## src/rtl/pc_pkg.sv

```systemverilog
// Shared types and constants for the speculative program counter.
package pc_pkg;

  // Reference width of the canonical checkpoint layout.
  localparam int unsigned PC_W = 16;

  // Register-branch offsets come from MinorOpcode scaled by 2**3.
  localparam int unsigned BRANCH_OFFSET_SHIFT = 3;

  // One outstanding speculation: the prediction, where we went, and where to
  // come back to if the prediction turns out wrong.
  typedef struct packed {
    logic            taken;
    logic [PC_W-1:0] dest;
    logic [PC_W-1:0] rollback;
  } spec_checkpoint_t;

endpackage

```

## src/rtl/speculation_checkpoint_fifo.sv

```systemverilog
// Circular buffer of speculation checkpoints. Push and pop may occur in the
// same cycle, including when full. Flush empties the buffer and realigns both
// pointers to zero. The head entry is read combinationally.
module speculation_checkpoint_fifo
  import pc_pkg::*;
#(
  parameter int unsigned WIDTH = 33,
  parameter int unsigned DEPTH = 4
) (
  input  logic                   clk_i,
  input  logic                   rst_i,
  input  logic                   push_i,
  input  logic                   pop_i,
  input  logic                   flush_i,
  input  logic [WIDTH-1:0]       data_i,
  output logic [WIDTH-1:0]       head_o,
  output logic [$clog2(DEPTH):0] count_o,
  output logic                   full_o,
  output logic                   empty_o
);

  localparam int unsigned PW = $clog2(DEPTH);

  logic [WIDTH-1:0] mem_q [DEPTH];
  logic [PW-1:0]    rd_ptr_q, rd_ptr_d;
  logic [PW-1:0]    wr_ptr_q, wr_ptr_d;
  logic [PW:0]      count_q, count_d;

  // Next pointer/count: flush dominates, otherwise independent push and pop.
  always_comb begin
    rd_ptr_d = rd_ptr_q;
    wr_ptr_d = wr_ptr_q;
    count_d  = count_q;
    if (flush_i) begin
      rd_ptr_d = '0;
      wr_ptr_d = '0;
      count_d  = '0;
    end else begin
      if (push_i) wr_ptr_d = wr_ptr_q + 1'b1;
      if (pop_i)  rd_ptr_d = rd_ptr_q + 1'b1;
      case ({push_i, pop_i})
        2'b10:   count_d = count_q + 1'b1;
        2'b01:   count_d = count_q - 1'b1;
        default: count_d = count_q;
      endcase
    end
  end

  // Pointer and count registers.
  always_ff @(posedge clk_i) begin
    if (rst_i) begin
      rd_ptr_q <= '0;
      wr_ptr_q <= '0;
      count_q  <= '0;
    end else begin
      rd_ptr_q <= rd_ptr_d;
      wr_ptr_q <= wr_ptr_d;
      count_q  <= count_d;
    end
  end

  // Entry storage; contents need no reset because count gates validity.
  always_ff @(posedge clk_i) begin
    if (push_i && !flush_i && !rst_i) mem_q[wr_ptr_q] <= data_i;
  end

  assign head_o  = mem_q[rd_ptr_q];
  assign count_o = count_q;
  assign full_o  = (count_q == (PW+1)'(DEPTH));
  assign empty_o = (count_q == '0);

endmodule

```

## src/rtl/speculative_program_counter.sv

```systemverilog
// Fetch program counter with a queue of in-order-resolved branch speculations.
// Pulse semantics: ResolvePulse/MispredictPulse are single-cycle combinational
// strobes valid in the cycle ResolveEnable is sampled with a live head entry
// and clk_en high; there is no back-pressure, a resolve is accepted or ignored
// in that same cycle. BeginSpeculation is likewise accepted or dropped in the
// cycle it is presented.
module speculative_program_counter
  import pc_pkg::*;
#(
  parameter int unsigned              DATABITWIDTH = 16,
  parameter int unsigned              SPECDEPTH    = 4,
  parameter logic [DATABITWIDTH-1:0]  RESETVECTOR  = '0
) (
  input  logic                         clk,
  input  logic                         clk_en,
  input  logic                         sync_rst,
  input  logic                         ProgramCounterEnable,
  input  logic                         StallEnable,
  input  logic                         BeginSpeculation,
  input  logic                         PredictingTrue,
  input  logic                         RelativeSpeculation,
  input  logic [DATABITWIDTH-1:0]      SpeculativeDestination,
  input  logic                         ResolveEnable,
  input  logic                         RelativeBranchEnable,
  input  logic [DATABITWIDTH-1:0]      OperandAData,
  input  logic [DATABITWIDTH-1:0]      ImmediateData,
  input  logic [3:0]                   MinorOpcode,
  output logic [DATABITWIDTH-1:0]      ProgramCounterValue,
  output logic [DATABITWIDTH-1:0]      ActualDestination,
  output logic [DATABITWIDTH-1:0]      JumpAndLinkDataOut,
  output logic                         MispredictPulse,
  output logic                         ResolvePulse,
  output logic [$clog2(SPECDEPTH):0]   SpeculationDepth,
  output logic                         SpeculationFull,
  output logic                         ProtocolError
);

  // Same field order as spec_checkpoint_t, sized to this instance's width.
  typedef struct packed {
    logic                    taken;
    logic [DATABITWIDTH-1:0] dest;
    logic [DATABITWIDTH-1:0] rollback;
  } ckpt_t;

  localparam int unsigned CKW = $bits(ckpt_t);

  logic [DATABITWIDTH-1:0] pc_q, pc_d;
  logic                    err_q, err_d;
  ckpt_t                   push_ckpt, head_ckpt;
  logic [CKW-1:0]          head_bits;
  logic                    fifo_full, fifo_empty;
  logic                    resolve_valid, actual_taken, mispredict, pop;
  logic                    begin_req, begin_acc, overflow, empty_resolve;
  logic [DATABITWIDTH-1:0] true_dest, redirect_pc;

  // Checkpoint captured on a begin: rollback is the fall-through address.
  always_comb begin
    push_ckpt.taken    = PredictingTrue;
    push_ckpt.dest     = RelativeSpeculation ? (pc_q + SpeculativeDestination)
                                             : SpeculativeDestination;
    push_ckpt.rollback = pc_q + 1'b1;
  end

  assign head_ckpt = ckpt_t'(head_bits);

  // Resolve compare against the head checkpoint and begin acceptance.
  always_comb begin
    resolve_valid = clk_en && !sync_rst && ResolveEnable && !fifo_empty;
    empty_resolve = clk_en && !sync_rst && ResolveEnable && fifo_empty;
    actual_taken  = (OperandAData == '0);
    true_dest     = RelativeBranchEnable
                  ? (head_ckpt.rollback + ImmediateData)
                  : (OperandAData + (DATABITWIDTH'(MinorOpcode) << BRANCH_OFFSET_SHIFT));
    mispredict    = resolve_valid &&
                    ((head_ckpt.taken != actual_taken) ||
                     (actual_taken && (head_ckpt.dest != true_dest)));
    pop           = resolve_valid && !mispredict;
    redirect_pc   = actual_taken ? true_dest : head_ckpt.rollback;
    begin_req     = clk_en && !sync_rst && !StallEnable && BeginSpeculation;
    begin_acc     = begin_req && (!fifo_full || pop) && !mispredict;
    // A begin that loses to a mispredict is wrong-path, not an overflow.
    overflow      = begin_req && fifo_full && !resolve_valid;
  end

  // Next-PC priority mux.
  always_comb begin
    pc_d = pc_q;
    if (sync_rst)                          pc_d = RESETVECTOR;
    else if (mispredict)                   pc_d = redirect_pc;
    else if (begin_acc && PredictingTrue)  pc_d = push_ckpt.dest;
    else if (clk_en && !StallEnable && ProgramCounterEnable)
                                           pc_d = pc_q + 1'b1;
    err_d = sync_rst ? 1'b0 : (err_q || overflow || empty_resolve);
  end

  // PC and sticky protocol-error registers.
  always_ff @(posedge clk) begin
    if (sync_rst) begin
      pc_q  <= RESETVECTOR;
      err_q <= 1'b0;
    end else begin
      pc_q  <= pc_d;
      err_q <= err_d;
    end
  end

  speculation_checkpoint_fifo #(
    .WIDTH (CKW),
    .DEPTH (SPECDEPTH)
  ) u_fifo (
    .clk_i   (clk),
    .rst_i   (sync_rst),
    .push_i  (begin_acc),
    .pop_i   (pop),
    .flush_i (mispredict),
    .data_i  (push_ckpt),
    .head_o  (head_bits),
    .count_o (SpeculationDepth),
    .full_o  (fifo_full),
    .empty_o (fifo_empty)
  );

  assign ProgramCounterValue = pc_q;
  assign ActualDestination   = pc_d;
  assign JumpAndLinkDataOut  = head_ckpt.rollback;
  assign MispredictPulse     = mispredict;
  assign ResolvePulse        = resolve_valid;
  assign SpeculationFull     = fifo_full;
  assign ProtocolError       = err_q;

endmodule

```

## config.mk

```make
export PLATFORM = sky130hd
export DESIGN_NAME = speculative_program_counter
export DESIGN_NICKNAME = d
export VERILOG_FILES = /design/src/rtl/pc_pkg.sv /design/src/rtl/speculation_checkpoint_fifo.sv /design/src/rtl/speculative_program_counter.sv
export SDC_FILE = /design/constraint.sdc
export NUM_CORES = 1
export LEC_CHECK = 0
export ABC_AREA = 1
export ABC_CLOCK_PERIOD_IN_PS = 16100
export CORE_MARGIN = 10
export CORE_UTILIZATION = 55
export DETAILED_ROUTE_END_ITERATION = 12
export GPL_ROUTABILITY_DRIVEN = 0
export PLACE_DENSITY = 0.85
export RECOVER_POWER = 25
export SYNTH_ARGS = -nofsm -noshare
export SYNTH_HDL_FRONTEND = slang
export SYNTH_SLANG_ARGS = --single-unit
```

## constraint.sdc

```tcl
create_clock -name clk -period 16.1 [get_ports clk]
set_input_delay 1.61 -clock clk [delete_from_list [all_inputs] [get_ports clk]]
set_output_delay 1.61 -clock clk [all_outputs]
set_load 0.01 [all_outputs]
```

======== Word level (Yosys, flattened, before mapping) ========
Memories as Yosys holds them, arrays and structs flattened. A register that Yosys moved wholly into a read port is not among the register bits.
Cells that the tools add are included.
operators by class
  add/sub/neg operators ................... 8
  eq/ne operators ......................... 5
  mux-type cells .......................... 12
  reductions and logical operators ........ 32
operator list
  operator               count
  $mux 16                7
  $add 16x16->16         2
  $logic_and 1x1->1      18
  $add 16x1->16 const B  1
  $add 16x7->16          1
  $logic_not 16->1       1
  $ne 16x16->1           1
  $logic_not 1->1        6
  $pmux 3 s2             1
  $add 2x1->2 const B    2
  $logic_or 1x1->1       4
  $mux 2                 2
  $add 3x1->3 const B    1
  $eq 3x3->1 const B     1
  $logic_not 3->1        1
  $sub 3x1->3 const B    1
  $eq 2x1->1 const B     1
  $eq 2x2->1 const B     1
  $mux 1                 2
  $reduce_bool 2->1      1
  $reduce_or 2->1        1
  $ne 1x1->1             1
word-level totals
  register bits after elaboration ......... 24
  bits in writable memories ............... 132
  input bits .............................. 62
  output and inout port bits .............. 55
  memories kept ........................... 1
memory list
  name          words  width  read ports  clocked after memory_dff  wr ports  RTL line                           text
  u_fifo.mem_q  4      33     1           1                         1         speculation_checkpoint_fifo.sv:24  logic [WIDTH-1:0] mem_q [DEPTH];

======== Logic depth before layout (Yosys ltp) ========
  depth after elaboration ................. 15
  gate-level depth with buffers ........... 32

======== Hierarchy ========
From an unflattened synthesis, not the netlist that was laid out.
second synthesis, totals
  cells, all modules ...................... 1250
  area, all modules ....................... 9873.2 um^2
modules (own cells, without submodules)
  module                       times used  cells each  area each (um^2)  seq. area each (um^2)
  speculation_checkpoint_fifo  1           378         5368.9            4144.0
  speculative_program_counter  1           872         4504.3            340.3

======== Least setup slack after synthesis ========
OpenSTA, ideal clock, no wires.
  path kind ............................... input to output
  start point ............................. in ImmediateData[0]
  end point ............................... out ActualDestination[13]
  arrival time ............................ 3911 ps
  path slack .............................. 10579 ps
  stages .................................. 23
  path buffers ............................ 1
  cell sequence ........................... ha_1 -> inv_1 -> fa_1 -> inv_1 -> nand2_1 -> nand2_1 -> nand3_1 -> nand2_1 -> nand3_1 -> nand2_1 -> nand2_1 -> nand3_1 -> nand2_1 -> nand2_1 -> nand3_1 -> nor2_1 -> nand3_2 -> nand3_4 -> nand3_4 -> buf_2 -> nand3_1 -> nand2_1 -> nor2_1
between the ends
  longest elaborated chain between the ends .. 15
RTL lines
  what                            RTL line                                                              text
  start: declaration              speculative_program_counter.sv:26                                     input logic [DATABITWIDTH-1:0] ImmediateData,
  $add 16x16->16 *                speculative_program_counter.sv:72                                     ? (head_ckpt.rollback + ImmediateData)
  $mux 16 *                       speculative_program_counter.sv:72
  $ne 16x16->1                    speculative_program_counter.sv:76                                     (actual_taken && (head_ckpt.dest != true_dest)));
  $logic_and 1x1->1               speculative_program_counter.sv:76
  $logic_or 1x1->1                speculative_program_counter.sv:75                                     ((head_ckpt.taken != actual_taken) ||
  $logic_and 1x1->1               speculative_program_counter.sv:74                                     mispredict = resolve_valid &&
  $logic_not 1->1                 speculative_program_counter.sv:77, speculative_program_counter.sv:80
  $logic_and 1x1->1               speculative_program_counter.sv:77                                     pop = resolve_valid && !mispredict;
  $logic_or 1x1->1                speculative_program_counter.sv:80                                     begin_acc = begin_req && (!fifo_full || pop) && !mispredict;
  $logic_and 1x1->1 (2 in a row)  speculative_program_counter.sv:80
  $logic_and 1x1->1               speculative_program_counter.sv:90                                     else if (begin_acc && PredictingTrue) pc_d = push_ckpt.dest;
  $mux 16                         speculative_program_counter.sv:90
  $mux 16 *                       speculative_program_counter.sv:89                                     else if (mispredict) pc_d = redirect_pc;
  $mux 16 *                       speculative_program_counter.sv:88                                     if (sync_rst) pc_d = RESETVECTOR;
  end: declaration                speculative_program_counter.sv:29                                     output logic [DATABITWIDTH-1:0] ActualDestination,
Every way passes the cells marked *; elsewhere a longest branch is shown, timed or not.

==> impl_metrics.tcl <==
set metrics [dict create \
    slew_headroom_pct 33.15 \
    critical_path.startpoint_type "flop" \
    crit_path_end "ActualDestination[2]" \
    period_minus_slack_ns 7.797 \
    dp_slack_ns 8.839 \
    vias 9107 \
    syn-mean-instance-area_sq_um 8.088 \
    report.final.slew_viol_count 0 \
    hold_viol_final 0 \
    port_buffers 116 \
    placementRows 48 \
    finalSetupViolations 0 \
    drt_first_pass_iters 6 \
    die_area_sq_um 23070 \
    finalSetupTns_ns 0 \
    status "finished clean" \
    hold_class "reg -> reg" \
    fin_skew_ns 0.009349 \
    ys_seq_area_share_pct 46.87 \
    peakVddDrop_mv 0.05674 \
    synth_area_sq_um 9568 \
    cts_root_buf "clkbuf_16" \
    die-width_microns 151.9 \
    critPathTopFamily "simple AND/OR/NAND/NOR gates" \
    rsz0062_at_grt "no" \
    cp_max_fo 52 \
    drc 0 \
    cts_resized 0 \
    rrSetupSlack_ns 10.25 \
    cpMaxStageDelayCell "o22ai_1" \
    netlist.area_leader.share_pct 41.43 \
    grt_pass1_vias 8642 \
    cpPeakStageDelay_ns 0.65 \
    clk_pin_slew_worst_paths_ns 0.07 \
    cts_sinks 158 \
    endpoint_kind "output pin" \
    yosysTopAreaCell "edfxtp_1" \
    synth-seq-cells 158 \
    reg2reg_to "u_fifo.count_o[2]$_SDFFE_PP0P_" \
    clk_path_buf_depth 2 \
    p_leak_nw 4.910 \
    insertion_delay_ns 0.43 \
    cp.arrival_ns 6.19 \
    grt_pass1_wl_mm 46.20 \
    grt_start_max_net_pins 65 \
    yosys.cell_types.count 38 \
    drtIter0Drc 1273 \
    post-route-period-util_pct 48.43 \
    dp_hpwl_mm 20.93 \
    antenna_found_initial 0 \
    powerDensity_nw_per_um2 88.47 \
    worst_slack_ns 8.303 \
    synthTopCellsByArea "edfxtp_1, nand2_1, nor2_1, dfxtp_1, nand3_1" \
    core_sq_um 17180 \
    cts_tree "yes" \
    crit_type "reg -> out" \
    cp.depth 25 \
    syn_to_final_growth_pct 20.03 \
    max_freq_mhz 128.3 \
    globalRouteTotalUtil_pct 24.53 \
    post-cts-setup-buffers 0 \
    vias_per_cell 5.972 \
    wire_per_inst_microns 19.13 \
    crit_path_frequent_cell "nand2_1" \
    worstPathRequired_ns 14.49 \
    htreeDepth 4 \
    rr_worst_depth 29 \
    placed_area_sq_um 10890 \
    fin_area_sq_um 11480 \
    maxCapViolCount 0 \
    cts_hold_buf 0 \
    grt_overflow 0 \
    fill_cells 1318 \
    ant_nets 0 \
    nNetsFinal 1393 \
    yosys_warnings 0 \
    wirelength_mm 29.18 \
    synth.net_count 1289 \
    worstMarginPinSlew_ns 0.9943 \
    die_y_microns 151.9 \
    numCtsBuffers 17 \
    start_util_pct 55.70 \
    critPathBufInv 5 \
    io_pins 117 \
    synthCells 1183 \
    num_antenna_cells 0 \
    drive_above_1_share_pct 4.846 \
]
==> cells by family (layout without fill, tap and decap cells) <==
kind of cell	Yosys count	count (layout)	share of synthesized area, %
XOR/XNOR	23	23	2.105
buffers and inverters	154	271	6.630
flip-flops	158	158	46.87
adder cells (fa/ha/maj)	44	44	6.068
multiplexers	2	2	0.2092
AO/OA/AOI/OAI	212	212	12.04
AND/OR/NAND/NOR	590	590	26.08
==> worst register-to-register path: cells and delay by family (launching register included) <==
family | cells | cell delay (ns)
AOI/OAI and AO/OA | 4 | 1.12
buffers and inverters | 5 | 0.97
xor gates and xnor gates | 1 | 0.16
adders and majority gates | 4 | 1.31
and+or+nand+nor | 15 | 1.87
DFF | 1 | 0.32
==> cells in the mapped netlist <==
library cell    n
nor2_1        151
nand4_1        15
buf_4           5
fa_1            4
nand3_2         1
o211ai_1        2
o21ai_0        94
edfxtp_1      132
xor2_1         19
a21oi_1        69
and3_1          1
a32oi_1         6
inv_1         110
a31o_2          2
a21o_1          2
or2_2           7
clkbuf_1       21
o21bai_1        4
o21ai_1         5
a31oi_1         5
ha_1           40
dfxtp_1        26
nand2_1       287
nand3_1       104
o31ai_1         3
nor3_1         10
buf_2          12
nor3b_1         1
inv_2           3
a211oi_1        2
nor3_2          1
xnor2_1         4
o22ai_1        18
mux2i_1         2
nand3b_1        9
and2_1          1
nand3_4         2
buf_6           3
==> worst min path at each step <==
stage | start | endpoint | slack, ns | cells after the start
finish | ProtocolError$_SDFF_PP0_ | ProtocolError$_SDFF_PP0_ | 0.51 | 2
global route | ProtocolError$_SDFF_PP0_ | ProtocolError$_SDFF_PP0_ | 0.53 | 2
CTS | u_fifo.wr_ptr_q[0]$_SDFFE_PP0N_ | u_fifo.wr_ptr_q[0]$_SDFFE_PP0N_ | 0.52 | 2
detailed placement | ProtocolError$_SDFF_PP0_ | ProtocolError$_SDFF_PP0_ | 0.50 | 2
global placement | ProtocolError$_SDFF_PP0_ | ProtocolError$_SDFF_PP0_ | 0.49 | 2
floorplan | u_fifo.wr_ptr_q[0]$_SDFFE_PP0N_ | u_fifo.wr_ptr_q[0]$_SDFFE_PP0N_ | 0.48 | 2
==> layer usage <==
metal / up-vias / GRT usage (%) / share of wire (%)
li1: 4241 / - / -
met1: 4159 / 30.95 / 39
met2: 610 / 39.08 / 45
met3: 97 / 7.367 / 13
met4: 0 / 8.666 / 3.5
met5: - / 0 / 0
==> metrics by stage <==
| stage | hold WS [ns] | power, W | util (%) | std cells |
|---|---|---|---|---|
| finish | 0.5111 | 0.001016 | 66.86 | 1525 |
| global route | 0.5340 | 0.001051 | 66.86 | 1525 |
| CTS | 0.5160 | 0.001016 | 66.86 | 1525 |
| detailed placement | 0.5040 | 0.0006148 | 63.38 | 1493 |
| global placement | 0.4875 | 0.0006105 | 63.38 | 1493 |
| floorplan | 0.4752 | 0.0005534 | - | 1183 |
==> area by class of cell <==
type | instances | area (sq um) | area share (%)
tap | 225 | 281.5 | 2.451
inverter | 113 | 424.2 | 3.693
multi-input combinational | 871 | 4459 | 38.83
timing repair buffer | 126 | 1236 | 10.76
clock inverter | 15 | 172.7 | 1.503
clock buffer | 17 | 425.4 | 3.704
sequential | 158 | 4486 | 39.06
==> report_power, final <==
group	switching (W)	internal, W
Combinational	0.0000932	0.0000585
Sequential	0.00000599	0.000453
Clock	0.000172	0.000234
Total	0.000271	0.000745
==> sequential cells by signal, indices dropped and copies added (netlist names), named ones only <==
signal and count:
ProgramCounterValue 16, ProtocolError 1, u_fifo.count_o 3, u_fifo.mem_q 132
u_fifo.rd_ptr_q 2, u_fifo.wr_ptr_q 2
==> cell usage in the layout, fill, tap and decap left out, types with 10 or more instances in the layout <==
master and instances:
a21oi_1 69, nand3_1 104, o22ai_1 18, edfxtp_1 132, clkdlybuf4s50_1 104, nor2_1 147
xor2_1 19, o21ai_0 94, nand2_1 287, inv_1 110, buf_4 10, clkbuf_16 17
dfxtp_1 25, ha_1 40, dlygate4sd3_1 12, nand4_1 15, nor3_1 10
(Power assumes the default switching activity.)
